File: config.mk
export PLATFORM = sky130hd
export DESIGN_NAME = coherence_arbiter
export DESIGN_NICKNAME = d
export VERILOG_FILES = /design/src/rtl/coherence_arbiter.sv
export SDC_FILE = /design/constraint.sdc
export NUM_CORES = 1
export LEC_CHECK = 0
export CORE_AREA = 3 3 193 195
export DETAILED_ROUTE_END_ITERATION = 8
export DIE_AREA = 0 0 196 198
export PLACE_DENSITY = 0.51
export SLEW_MARGIN = 10
export SYNTH_ARGS = -nofsm -noshare
export SYNTH_HDL_FRONTEND = slang
export SYNTH_SLANG_ARGS = --single-unit
File: constraint.sdc
create_clock -name CLK -period 2.4 [get_ports CLK]
set_clock_uncertainty 0.05 [all_clocks]
set_input_delay 0.36 -clock CLK [delete_from_list [all_inputs] [get_ports CLK]]
set_output_delay 0.36 -clock CLK [all_outputs]
set_load 0.01 [all_outputs]
File: src/rtl/coherence_arbiter.sv
// Two-core coherence arbiter: serialises dcache/icache traffic onto one shared
// RAM port and forwards snoops, including dirty-line cache-to-cache writeback.
module coherence_arbiter (
  input  logic             CLK,
  input  logic             RST,
  input  logic [1:0]       dREN,
  input  logic [1:0]       dWEN,
  input  logic [1:0][31:0] daddr,
  input  logic [1:0][31:0] dstore,
  input  logic [1:0]       ccwrite,
  input  logic [1:0]       cctrans,
  input  logic [1:0]       iREN,
  input  logic [1:0][31:0] iaddr,
  output logic [1:0]       dwait,
  output logic [1:0]       iwait,
  output logic [1:0][31:0] dload,
  output logic [1:0][31:0] iload,
  output logic [1:0]       ccwait,
  output logic [1:0]       ccinv,
  output logic [1:0][31:0] ccsnoopaddr,
  output logic             ramREN,
  output logic             ramWEN,
  output logic [31:0]      ramaddr,
  output logic [31:0]      ramstore,
  input  logic [31:0]      ramload,
  input  logic [1:0]       ramstate
);

  typedef enum logic [2:0] {
    IDLE    = 3'd0,
    DWRITE  = 3'd1,
    SNOOP   = 3'd2,
    C2C     = 3'd3,
    RAMREAD = 3'd4,
    IFETCH  = 3'd5
  } state_t;

  localparam logic [1:0] RAM_ACCESS = 2'd2;

  state_t state_q, state_d;
  logic   dgnt_q, dgnt_d;
  logic   ignt_q, ignt_d;
  logic   dlast_q, dlast_d;
  logic   ilast_q, ilast_d;

  logic [1:0] dreq;
  logic       dpick, ipick, opp, ram_done;

  // Round-robin on a tie: the core that was not served last wins.
  function automatic logic pick(input logic [1:0] req, input logic last);
    if (req == 2'b11) return ~last;
    return req[1];
  endfunction

  assign dreq     = dREN | dWEN;
  assign dpick    = pick(dreq, dlast_q);
  assign ipick    = pick(iREN, ilast_q);
  assign opp      = ~dgnt_q;
  assign ram_done = (ramstate == RAM_ACCESS);

  always_ff @(posedge CLK or posedge RST) begin
    if (RST) begin
      state_q <= IDLE;
      dgnt_q  <= 1'b0;
      ignt_q  <= 1'b0;
      dlast_q <= 1'b1;
      ilast_q <= 1'b1;
    end else begin
      state_q <= state_d;
      dgnt_q  <= dgnt_d;
      ignt_q  <= ignt_d;
      dlast_q <= dlast_d;
      ilast_q <= ilast_d;
    end
  end

  always_comb begin
    state_d     = state_q;
    dgnt_d      = dgnt_q;
    ignt_d      = ignt_q;
    dlast_d     = dlast_q;
    ilast_d     = ilast_q;
    dwait       = 2'b11;
    iwait       = 2'b11;
    dload       = '0;
    iload       = '0;
    ccwait      = 2'b00;
    ccinv       = 2'b00;
    ccsnoopaddr = '0;
    ramREN      = 1'b0;
    ramWEN      = 1'b0;
    ramaddr     = '0;
    ramstore    = '0;

    case (state_q)
      IDLE: begin
        if (|dreq) begin
          dgnt_d  = dpick;
          state_d = dWEN[dpick] ? DWRITE : SNOOP;
        end else if (|iREN) begin
          ignt_d  = ipick;
          state_d = IFETCH;
        end
      end

      DWRITE: begin
        ramWEN   = 1'b1;
        ramaddr  = daddr[dgnt_q];
        ramstore = dstore[dgnt_q];
        if (ram_done) dwait[dgnt_q] = 1'b0;
        if (!dWEN[dgnt_q]) begin
          state_d = IDLE;
          dlast_d = dgnt_q;
        end
      end

      SNOOP: begin
        ccwait[opp]      = 1'b1;
        ccsnoopaddr[opp] = daddr[dgnt_q];
        ccinv[opp]       = ccwrite[dgnt_q];
        // An abandoned request returns to IDLE without touching RAM or dlast.
        if (!dREN[dgnt_q] && !dWEN[dgnt_q]) state_d = IDLE;
        else if (cctrans[opp])              state_d = ccwrite[opp] ? C2C : RAMREAD;
      end

      C2C: begin
        ccwait[opp]      = 1'b1;
        ccsnoopaddr[opp] = daddr[dgnt_q];
        ramWEN           = 1'b1;
        ramaddr          = daddr[opp];
        ramstore         = dstore[opp];
        if (ram_done) dwait[opp] = 1'b0;
        if (!dWEN[opp]) state_d = RAMREAD;
      end

      RAMREAD: begin
        ramREN        = 1'b1;
        ramaddr       = daddr[dgnt_q];
        dload[dgnt_q] = ramload;
        if (ram_done) dwait[dgnt_q] = 1'b0;
        if (!dREN[dgnt_q]) begin
          state_d = IDLE;
          dlast_d = dgnt_q;
        end
      end

      IFETCH: begin
        ramREN        = 1'b1;
        ramaddr       = iaddr[ignt_q];
        iload[ignt_q] = ramload;
        if (ram_done) begin
          iwait[ignt_q] = 1'b0;
          state_d       = IDLE;
          ilast_d       = ignt_q;
        end
      end

      default: state_d = IDLE;
    endcase
  end

endmodule

==> summary.md <==
| Metric | Value |
|---|---|
| Status | finished, final reports clean |
| First-pass DRT Iterations | 5 |
| Dominant synthesized flop cell | dfrtp_1 |
| Ranking of synthesized cells by area | and2_1, and3_1, a221oi_1 |
| Io pins | 504 |
| Grt ovf | 0 |
| Worst slew pin tran | 0.384 ns |
| CTS HTree Levels | 1 |
| Synth warn | 0 |
| Minimum clock period | 2.36 ns |
| Syn Nets | 809 |
| Commonest cells after routing, fill and taps aside | clkdlybuf4s50_1, dlygate4sd2_1, and3_1, and2_1, dlymetal6s2s_1 |
| Crit-path cells | buf_4 -> nor2b_4 -> buf_12 -> buf_12 -> and3_1 -> clkdlybuf4s50_1 |
| Global-route wire length before repair | 42700 microns |
| DR WL/cell | 20.2 microns |
| Slew Viols, Final | 0 |
| Die ar. | between 30000 and 40000 sq um |
| Top delay family on crit path | buffers and inverters |
| Pleak | about 6.4 nW |
| Pin count of the biggest net entering global routing | 35 |
| Dpl cell area | 9610 sq um |
| CP Data Required Time | 1.99 ns |
| Count of different cell masters after synthesis | 40 |
| R2r setup slk | between 0.1 and 0.15 ns |
| Synth Cell Area | 3650 sq um |
| Post-detail-place hpwl | 22000 microns |
| Worst r2r dst | state_q[1]$_DFFE_PP0P_ |
| IO buf count | 503 |
| Max-cap viol count | 0 |
| Vias in the first global route | about 6600 |
| Reg2reg start | state_q[1]$_DFFE_PP0P_ |
| Overall routing resource usage | 14.1% |
| DR vias/cell | 4.31 |
| Register area share after synthesis | 4.86% |
| Worst R2R Path Depth | 8 |
| RSZ-0062 raised after global routing | yes |
| Total wire length | approximately 31000 microns |
| Critical Path End Type | output port |
| Fin util | 29.1% |
| Post-DRT Antenna Nets | 0 |
| Vias post-DR | 6687 |
| Core ar. | 35600 sq um |
| Die Ht | 198 microns |
| Post-CTS Hold Buffers | 0 |
| Critical Path Sink | ccsnoopaddr[49] |
| Area leader, netlist | and2_1 |
| CTS tree | done |
| Antenna diodes | 0 |
| CP max-delay cell | clkdlybuf4s50_1 |
| Ys async rst share | 100% |
| Fmax | 0.424 GHz |
| Rel. slew slack | 73.7% |
| Final period utilization | between 90 and 100% |
| Startpoint Class | flop |
| Design area | 10300 sq um |
| Total CTS buffers | 3 |
| Commonest non-fill, non-tap cell in the layout | clkdlybuf4s50_1 |
| Layout area overhead | 183% |
| Initial DRC count | about 280 |
| Initial antenna violation count | 0 |
| CTS root buf | clkbuf_16 |
| VDD IR-drop max | 397 uV |
| Synthesis-stage register bit count | 7 |
| Worst Setup SP | state_q[2]$_DFFE_PP0P_ |
| Number of synthesized flops with an enable pin | 0 |
| Final GP Congestion | roughly 0.83 |
| CP Buf/Inv Count | 4 |
| Final Hold Fails | 0 |
| Clock sinks | 7 |
| Critical Path AT | 1.95 ns |
| Pwr/cell area | slightly below 800 nW/um^2 |
| Final-report setup violation count | 0 |
| CP dominant cell by count | buf_12 |
| Die Span X | roughly 200 microns |
| Crit Path Max Fanout | 8 |
| Residual DRC | 0 |
| CTS Buffer Depth | 2 |
| Syn_area_per_cell | 6.40 sq um |
| WS Path Type | flop to output port |
| WP depth | 6 |
| Layout cells sized above 1 | 15.7% |
| Clock-pin slew on the worst setup and hold paths | 0.04 ns |
| Worst path max stage delay | 0.53 ns |
| Mapped Cells | 571 |
| Initial Utilization | 10.3% |
| Rows | 69 |
| Yosys top cell area share | 16.8% |
| Final Net Count | 1330 |
| Type of the worst min-delay path | primary input to asynchronous set/reset pin |
| Clk_lat worst skew | 0.24 ns |
-- layout make-up --
class / count / area [sq um]
Tap cell: 461 / 577
Sequential cell: 7 / 185
Timing Repair Buffer: 588 / 6130
Fill cell: 3876 / 25200
Clock buffer: 4 / 78.8
Multi-Input combinational cell: 488 / 3370
Inverter: 4 / 17.5
-- logic make-up after synthesis --
| group | share of synthesized area [%] |
|---|---|
| compound gates | 27.9 |
| mux | 11.8 |
| xor+xnor | 0.480 |
| buf+inv | 8.56 |
| flops | 4.86 |
| simple gates | 46.4 |
-- synthesized netlist by cell type, types with 2 or more instances --
master    instances
a221oi_1         64
a21oi_1          34
inv_1             3
nor2_1            8
mux2i_1          36
or3_1             2
clkbuf_1         54
nand2b_1          7
dfrtp_1           5
nor4_2            2
and2_1           98
nor2b_1           2
nor3_1            3
dfstp_2           2
mux2_1            4
o21ai_0           4
nor4b_1           2
o22ai_1          33
nand2_1          77
buf_2            16
and3_1           96
-- state kept, by name (all words and copies together) (netlist names) --
name     flops
dlast_q      1
ignt_q       1
dgnt_q       1
ilast_q      1
state_q      3
-- per-layer routing --
| metal | vias to the layer above | global-route usage [%] | wire, microns |
|---|---|---|---|
| li1 | 3175 | - | - |
| met1 | 3152 | 17.6 | 13100 |
| met2 | 326 | 25.4 | 15500 |
| met3 | 34 | 2.67 | 2090 |
| met4 | 0 | 2.85 | 571 |
| met5 | - | 0 | 0 |
-- timing repair --
action | CTS | global route
buffers inserted | 9 | 11
resized for setup | 195 | 219
cloned | 9 | 6
pin swaps | 0 | 3
hold endpoints to repair | 0 | 0
setup endpoints to repair | 206 | 128
-- power breakdown --
group          total, W  switching [W]  internal (W)
logic           0.00753        0.00384       0.00369
clock network  0.000294      0.0000717      0.000222
registers      0.000313       0.000127      0.000185
total           0.00814        0.00404       0.00410
-- how the worst min path moves through the flow --
stage | startpoint | end | slack, ns | cells past startpoint
finish | RST | state_q[1]$_DFFE_PP0P_ | 0.32 | 2
global route | RST | state_q[1]$_DFFE_PP0P_ | 0.36 | 2
CTS | RST | state_q[1]$_DFFE_PP0P_ | 0.33 | 2
detailed placement | ilast_q$_DFFE_PP1P_ | ilast_q$_DFFE_PP1P_ | 0.40 | 2
global placement | ilast_q$_DFFE_PP1P_ | ilast_q$_DFFE_PP1P_ | 0.40 | 2
floorplan | RST | dgnt_q$_DFFE_PP0P_ | 0.11 | 1
-- per-stage QoR --
step	worst slack (ns)	std cells	TNS (ns)	power, W	hold WS, ns
5_1_grt	-0.0381	1552	-0.133	0.00875	0.361
6_report	0.0420	1552	0	0.00814	0.320
3_3_place_gp	-0.0219	1513	-0.0270	0.00750	0.402
2_1_floorplan	0.418	571	0	0.00352	0.112
4_1_cts	-0.175	1535	-2.58	0.00792	0.326
3_5_place_dp	0.0182	1513	0	0.00751	0.400
No activity file was read; power rests on OpenSTA's default activity.
